[src/rtl/arith_pkg.sv]
// Shared arithmetic-library definitions: operation mode encodings and
// helpers that derive and validate the segmented pipeline geometry.
package arith_pkg;

    localparam logic MODE_ADD = 1'b0;
    localparam logic MODE_SUB = 1'b1;

    function automatic int calc_stages(input int width, input int seg_width);
        if (seg_width < 1) begin
            return 1;
        end else begin
            return width / seg_width;
        end
    endfunction

    function automatic bit params_legal(input int width, input int seg_width);
        if (seg_width < 1 || width < 1) begin
            return 1'b0;
        end else if ((width % seg_width) != 0) begin
            return 1'b0;
        end else begin
            return 1'b1;
        end
    endfunction

endpackage

[src/rtl/adder_segment.sv]
// Combinational SEG_WIDTH-bit adder slice with carry in and carry out,
// one instance per pipeline stage of pipelined_adder.
module adder_segment #(
    parameter int SEG_WIDTH = 8
) (
    input  logic [SEG_WIDTH-1:0] a,
    input  logic [SEG_WIDTH-1:0] b,
    input  logic                 cin,
    output logic [SEG_WIDTH-1:0] s,
    output logic                 cout
);

    logic [SEG_WIDTH:0] w_sum;

    assign w_sum = {1'b0, a} + {1'b0, b} + {{SEG_WIDTH{1'b0}}, cin};
    assign s     = w_sum[SEG_WIDTH-1:0];
    assign cout  = w_sum[SEG_WIDTH];

endmodule

[src/rtl/pipelined_adder.sv]
// Pipelined adder/subtractor: one SEG_WIDTH segment is added per stage with
// the carry registered in between; a global advance stalls all stages together.
module pipelined_adder
    import arith_pkg::*;
#(
    parameter int WIDTH     = 32,
    parameter int SEG_WIDTH = 8,
    parameter int STAGES    = calc_stages(WIDTH, SEG_WIDTH)
) (
    input  logic             clk,
    input  logic             rst_n,
    input  logic             in_valid,
    output logic             in_ready,
    input  logic [WIDTH-1:0] A,
    input  logic [WIDTH-1:0] B,
    input  logic             C_in,
    input  logic             SUB,
    output logic             out_valid,
    input  logic             out_ready,
    output logic [WIDTH-1:0] S,
    output logic             C_out,
    output logic             OVF
);

    localparam int MSB = WIDTH - 1;

    if (!params_legal(WIDTH, SEG_WIDTH) || STAGES != calc_stages(WIDTH, SEG_WIDTH)) begin : g_param_check
        $error("pipelined_adder: WIDTH must be a positive multiple of SEG_WIDTH and STAGES must not be overridden");
    end

    logic             w_adv;
    logic [WIDTH-1:0] w_beff;
    logic             w_cin0;

    assign w_adv    = !out_valid || out_ready;
    assign in_ready = w_adv;

    // Operand conditioning: subtraction is A + ~B + 1.
    always_comb begin
        w_beff = B;
        w_cin0 = C_in;
        if (SUB == MODE_SUB) begin
            w_beff = ~B;
            w_cin0 = 1'b1;
        end else begin
            w_beff = B;
            w_cin0 = C_in;
        end
    end

    for (genvar k = 0; k < STAGES; k++) begin : gen_stage
        logic [WIDTH-1:0]     w_a;
        logic [WIDTH-1:0]     w_b;
        logic [WIDTH-1:0]     w_s_in;
        logic [WIDTH-1:0]     w_s_nxt;
        logic                 w_c_in;
        logic                 w_v_in;
        logic [SEG_WIDTH-1:0] w_seg_s;
        logic                 w_seg_c;
        logic [WIDTH-1:0]     r_a;
        logic [WIDTH-1:0]     r_b;
        logic [WIDTH-1:0]     r_s;
        logic                 r_c;
        logic                 r_v;

        if (k == 0) begin : g_first
            assign w_a    = A;
            assign w_b    = w_beff;
            assign w_s_in = {WIDTH{1'b0}};
            assign w_c_in = w_cin0;
            assign w_v_in = in_valid;
        end else begin : g_next
            assign w_a    = gen_stage[k-1].r_a;
            assign w_b    = gen_stage[k-1].r_b;
            assign w_s_in = gen_stage[k-1].r_s;
            assign w_c_in = gen_stage[k-1].r_c;
            assign w_v_in = gen_stage[k-1].r_v;
        end

        adder_segment #(
            .SEG_WIDTH (SEG_WIDTH)
        ) u_seg (
            .a    (w_a[k*SEG_WIDTH +: SEG_WIDTH]),
            .b    (w_b[k*SEG_WIDTH +: SEG_WIDTH]),
            .cin  (w_c_in),
            .s    (w_seg_s),
            .cout (w_seg_c)
        );

        // Merge this stage's sum segment into the result accumulated so far.
        always_comb begin
            w_s_nxt = w_s_in;
            w_s_nxt[k*SEG_WIDTH +: SEG_WIDTH] = w_seg_s;
        end

        // Stage register: operands travel whole so the MSBs reach the overflow logic.
        always_ff @(posedge clk or negedge rst_n) begin
            if (!rst_n) begin
                r_a <= {WIDTH{1'b0}};
                r_b <= {WIDTH{1'b0}};
                r_s <= {WIDTH{1'b0}};
                r_c <= 1'b0;
                r_v <= 1'b0;
            end else if (w_adv) begin
                r_a <= w_a;
                r_b <= w_b;
                r_s <= w_s_nxt;
                r_c <= w_seg_c;
                r_v <= w_v_in;
            end else begin
                r_a <= r_a;
                r_b <= r_b;
                r_s <= r_s;
                r_c <= r_c;
                r_v <= r_v;
            end
        end
    end

    assign out_valid = gen_stage[STAGES-1].r_v;
    assign S         = gen_stage[STAGES-1].r_s;
    assign C_out     = gen_stage[STAGES-1].r_c;
    assign OVF       = (gen_stage[STAGES-1].r_a[MSB] == gen_stage[STAGES-1].r_b[MSB]) &&
                       (gen_stage[STAGES-1].r_s[MSB] != gen_stage[STAGES-1].r_a[MSB]);

endmodule

[config.mk]
export PLATFORM = sky130hd
export DESIGN_NAME = pipelined_adder
export DESIGN_NICKNAME = d
export VERILOG_FILES = /design/src/rtl/arith_pkg.sv /design/src/rtl/adder_segment.sv /design/src/rtl/pipelined_adder.sv
export SDC_FILE = /design/constraint.sdc
export NUM_CORES = 1
export LEC_CHECK = 0
export ABC_CLOCK_PERIOD_IN_PS = 2500
export BUFFER_PORTS_ARGS = -buffer_cell sky130_fd_sc_hd__buf_2
export CORE_MARGIN = 5
export CORE_UTILIZATION = 58
export DETAILED_ROUTE_END_ITERATION = 6
export PLACE_DENSITY = 0.88
export SYNTH_ARGS = -nofsm -noshare
export SYNTH_HDL_FRONTEND = slang
export SYNTH_SLANG_ARGS = --single-unit
export TNS_END_PERCENT = 30
[constraint.sdc]
create_clock -name clk -period 2.5 [get_ports clk]
set_input_delay 0.25 -clock clk [delete_from_list [all_inputs] [get_ports clk]]
set_output_delay 0.25 -clock clk [all_outputs]
set_load 0.05 [all_outputs]
**Word level (Yosys, flattened, before mapping)**

Cells that the tools add are included.

- Add/subtract/negate cells: 8
- Eq/ne operators: 2
- Muxes and demuxes: 2
- Bitwise gates (word level): 1
- Reduce and logical (&&, ||, !) cells: 3

Operator list:

| kind | number |
|---|---|
| $add A8 B8 Y9 | 4 |
| $add A9 B1 Y9 | 4 |
| $mux W32 | 1 |
| $not A32 Y32 | 1 |
| $eq A1 B1 Y1 | 1 |
| $logic_and A1 B1 Y1 | 1 |
| $logic_not A1 Y1 | 1 |
| $logic_or A1 B1 Y1 | 1 |
| $mux W1 | 1 |
| $ne A1 B1 Y1 | 1 |

- Register bits: 344
- Bits of input ports: 70
- Output and inout bits: 36
- Word-level logic and storage cells: 36

**Longest topological paths before layout**

- Word-level depth: 4
- Gate-level depth with buffers: 11
- Mapped depth without buffers: 9

**By module**

A second synthesis with hierarchy kept.

- Cells, all modules: 596
- Area, all modules: 9085.0 um^2

Modules (own cells, without submodules):

| module | times used | cells each | area an instance (um^2) | seq. area each (um^2) |
|---|---|---|---|---|
| pipelined_adder | 1 | 434 | 7758.7 | 4654.5 |
| adder_segment (gen_stage[0].u_seg ...) | 3 | 40 | 331.6 | 0.0 |
| adder_segment (gen_stage[2].u_seg) | 1 | 42 | 331.6 | 0.0 |

**Worst setup path before layout**

OpenSTA, ideal clock, no wires.

- Path kind: in2reg
- From: input SUB
- To: register gen_stage[0].r_c
- Library setup time: 0.136 ns
- Arrival time: 2.459 ns
- Data required time: 2.364 ns
- Slack: -0.095 ns
- Stages: 11
- Path buffers: 2
- Path through: clkbuf_1 > buf_2 > or2_2 > fa_1 > inv_1 > fa_1 > nor2b_4 > o31a_1 > o311a_1 > o21ai_0 > a31oi_1

- Word-level cells in the longest chain between the ends: 3
- Elaborated cells on any way between the ends: 4
- Those cells by class: add/sub: 2; mux: 2

Ends and longest elaborated chain:

| what | RTL line | source |
|---|---|---|
| from (decl) | pipelined_adder.sv:17 | `input logic SUB,` |
| $mux W32 | pipelined_adder.sv:42 | `if (SUB == MODE_SUB) begin` |
| $add A8 B8 Y9 | adder_segment.sv:15 | `assign w_sum = {1'b0, a} + {1'b0, b} + {{SEG_WIDTH{1'b0}}, cin};` |
| $add A9 B1 Y9 (*) | adder_segment.sv:15 |  |
| to (signal assigned) | pipelined_adder.sv:108 | `r_c <= w_seg_c;` |
| to (signal assigned) | pipelined_adder.sv:114 | `r_c <= r_c;` |
| to (decl) | pipelined_adder.sv:63 | `logic r_c;` |

Mark *: on every way between the ends. The rest lies on a longest branch, timed or not.
A chain may end at the register's enable or synchronous reset.

**Worst setup path in the final report**

- From: register gen_stage[1].r_a[16]
- To: register gen_stage[2].r_c

- Word-level cells in the longest chain between the ends: 2

Ends and longest elaborated chain:

| what | RTL line | source |
|---|---|---|
| from (decl) | pipelined_adder.sv:60 | `logic [WIDTH-1:0] r_a;` |
| from (signal assigned) | pipelined_adder.sv:99 | `r_a <= {WIDTH{1'b0}};` |
| from (signal assigned) | pipelined_adder.sv:105 | `r_a <= w_a;` |
| from (signal assigned) | pipelined_adder.sv:111 | `r_a <= r_a;` |
| $add A8 B8 Y9 | adder_segment.sv:15 |  |
| $add A9 B1 Y9 | adder_segment.sv:15 |  |
| to (signal assigned) | pipelined_adder.sv:108 |  |
| to (signal assigned) | pipelined_adder.sv:114 |  |
| to (decl) | pipelined_adder.sv:63 |  |

Every way passes these cells.

==> flow_summary.ini <==
[run_status]
outcome = complete, no violations

[synth]
syn_nets = 1023
yosys.area.top_type = dfrtp_1
ys_seq_elements = 186
synth_top_area_share_pct = 55.4
synth_area_um2 = 8400
synthCells = 917
ys_seq_area_share_pct = 55.4
avgSynthCellArea_um2 = 9.16
ys_warn_count = 0
synth_cell_type_count = 31
synth.top_cells.by_area = dfrtp_1 55%, nand2_1 19%, ha_1 4.2%

[cells_and_area]
drive_gt1_share_pct = 15.9
area_growth_pct = 15.6
multi_input_area_um2 = 3500
fin_cells = 1208
fill_cells = 1039
regArea_um2 = 4650
fin_nets = 1117
final_area_um2 = 9710
insertedDiodeCount = 0

[route]
via_per_inst = 5.35
via_count = 6459
dr.first_iter.drc_count = 649
ant_nets = 0
wl_per_cell_um = 14.8
first_pass_iters = 6
wl_um = 17900
route.detailed.drc = 0

[die]
ios = 106
initial_core_util_pct = 58.4
die_area_um2 = 17000
core_um2 = 14400
rows = 44
die_x_um = 130
die_h_um = 130

[grt]
gr-usage-all-layers_pct = 22.4
antenna_found_initial = 0
grt_max_degree = 213
gr-total-overflow = 0
grt_first_pass_wirelength_um = 30100
grt_pass1_vias = 6321

[clocking]
htree_levels = 4
cts_buffers = 17
cts-root-buf = clkbuf_16
insertion_delay_ns = 0.43
cts.sinks = 186
cts_buffer_depth = 2
clk_pin_slew_ns = 0.07
cts_tree = yes
cts_setup_buffers = 0

[sta]
hold_viol_final = 0
holdWs_ns = 0.0133
fin_crit_ns = 2.37
slew_viol_final = 0
max_freq_mhz = 423
setup-violations-final = 0
setup_tns_ns = 0
worst_slew_pin_slew_ns = 0.871
clock_skew_ns = 0.00817
relSlewSlack_pct = 41.9
fin_crit_sh_pct = 94.6
grt_setup_unrepaired = no

[worst_setup_path]
startpoint_type = register
worst_ep_required_time_ns = 2.77
worstSetupPathType = register to register
crit_path_max_fanout = 3
cpPeakStageDelay_ns = 0.48
crit_arrival_ns = 2.64
crit_path_end_kind = register
path_cells = fa_1 -> inv_1 -> fa_1 -> nor2b_4 -> o31a_1 -> o311a_1 -> o21ai_0 -> a31oi_1
cp_slowest_cell = fa_1
crit_path_frequent_cell = fa_1

[placement]
gp_congestion = 0.855
dp_cells = 1172
placed_cell_area_um2 = 9080
io_buffers = 105
dp_hpwl_um = 11500

[power]
p_total_mw = 13.2
peakVddDrop_mv = 1.83
p_leak_nw = 5.01
power_density_nw_per_um2 = 1360

[job]
drv_cap = 0

[min_path]
hold_class = input pin to register
## worst paths after layout
path,from,end,slack (ns),cells past startpoint
worst min-delay path,A[29],gen_stage[0].r_a[29],0.01,3
min in group asynchronous,rst_n,gen_stage[0].r_a[10],0.35,2
worst min register to register,S[24],S[24],0.46,2
worst max-delay path,gen_stage[1].r_a[16],gen_stage[2].r_c,0.13,8
worst max register to register,gen_stage[1].r_a[16],gen_stage[2].r_c,0.13,8
max in group asynchronous,rst_n,gen_stage[0].r_a[9],1.43,3
## power by group
| group | total, mW | switching, mW | internal (mW) |
|---|---|---|---|
| combinational | 5.47 | 3.62 | 1.86 |
| sequential | 5.16 | 0.802 | 4.36 |
| clock | 2.61 | 1.20 | 1.41 |
## sequential cells by signal, summed over array words and instances (netlist names)
signal         flops
C_out              1
S                 32
gen_stage.r_a     49
gen_stage.r_b     49
gen_stage.r_c      3
gen_stage.r_s     48
gen_stage.r_v      3
out_valid          1
## critical path, delay by kind of cell, from the launching register on
| family | cells | cell delay, ns |
|---|---|---|
| AO/OA/AOI/OAI | 4 | 0.91 |
| adder cells (fa/ha/maj) | 2 | 0.73 |
| buffers and inverters | 1 | 0.10 |
| flip-flops | 1 | 0.41 |
| AND/OR/NAND/NOR | 1 | 0.06 |
## synth_stat cells (all sizes together)
cell type and count:
or2 4, clkbuf 19, nand2 427, ha 28
inv 14, o21a 3, nor2 18, o211ai 2
o21bai 4, a41oi 3, o21ai 65, fa 8
a211oi 14, a21o 10, or3 4, nor3 7
xor2 21, a21oi 13, nor2b 5, nand2b 2
o311a 3, o31a 3, a31oi 4, buf 26
dfrtp 186, xnor2 24
## area by class of cell
cell class | instances | area share, %
flip-flops and latches | 186 | 48.0
multi-input cells | 672 | 36.1
repair buffers | 120 | 7.03
clock buffers | 17 | 4.38
well taps | 184 | 2.37
clock inverters | 15 | 1.62
inverters | 14 | 0.567
## routing by layer
metal  routed length, µm  vias up  GRT usage, %
li1                    -     3135             -
met1                7980     3094          31.2
met2                8470      199          35.1
met3                1040       31          5.28
met4                 363        0          7.52
met5                   0        -             0
## metrics by stage
stage / setup slack, ns / utilization, %
2_1_floorplan: 0.0295 / -
3_3_place_gp: 0.105 / 63.2
3_5_place_dp: 0.0783 / 63.2
4_1_cts: 0.150 / 67.5
5_1_grt: 0.0251 / 67.6
6_report: 0.134 / 67.6
## placed cells by master, fill, tap and decap left out, types with 3 or more instances in the layout
cell type	count
clkbuf_16	17
inv_8	3
o21ai_0	65
a21oi_1	13
o21a_1	3
or3_1	4
a31oi_1	4
fa_2	3
inv_1	13
buf_4	9
a211oi_1	11
clkinv_4	3
nand2_1	427
a41oi_1	3
nor2b_4	4
nor2_1	18
a211oi_2	3
o31a_1	3
nor3_1	7
o21bai_1	4
ha_1	28
or2_2	4
a21o_1	10
fa_1	5
xnor2_1	24
dlygate4sd3_1	4
buf_2	104
o311a_1	3
inv_6	3
xor2_1	21
dfrtp_1	186
## logic make-up (layout without fill, tap and decap cells)
| family | after synthesis | in the layout | share of synthesized area (%) |
|---|---|---|---|
| AO/OA/AOI/OAI | 124 | 124 | 9.06 |
| XOR/XNOR | 45 | 45 | 4.69 |
| adder cells (fa/ha/maj) | 36 | 36 | 6.08 |
| buffers and inverters | 59 | 166 | 3.03 |
| flip-flops | 186 | 186 | 55.4 |
| AND/OR/NAND/NOR | 467 | 467 | 21.7 |
## timing repair
action / in CTS / in global routing
endpoints found under the setup margin: 0 / 1
endpoints found under the hold margin: 63 / 0
hold buffers: 4 / 0
gates resized for setup: 0 / 1
(Power assumes the default switching activity.)
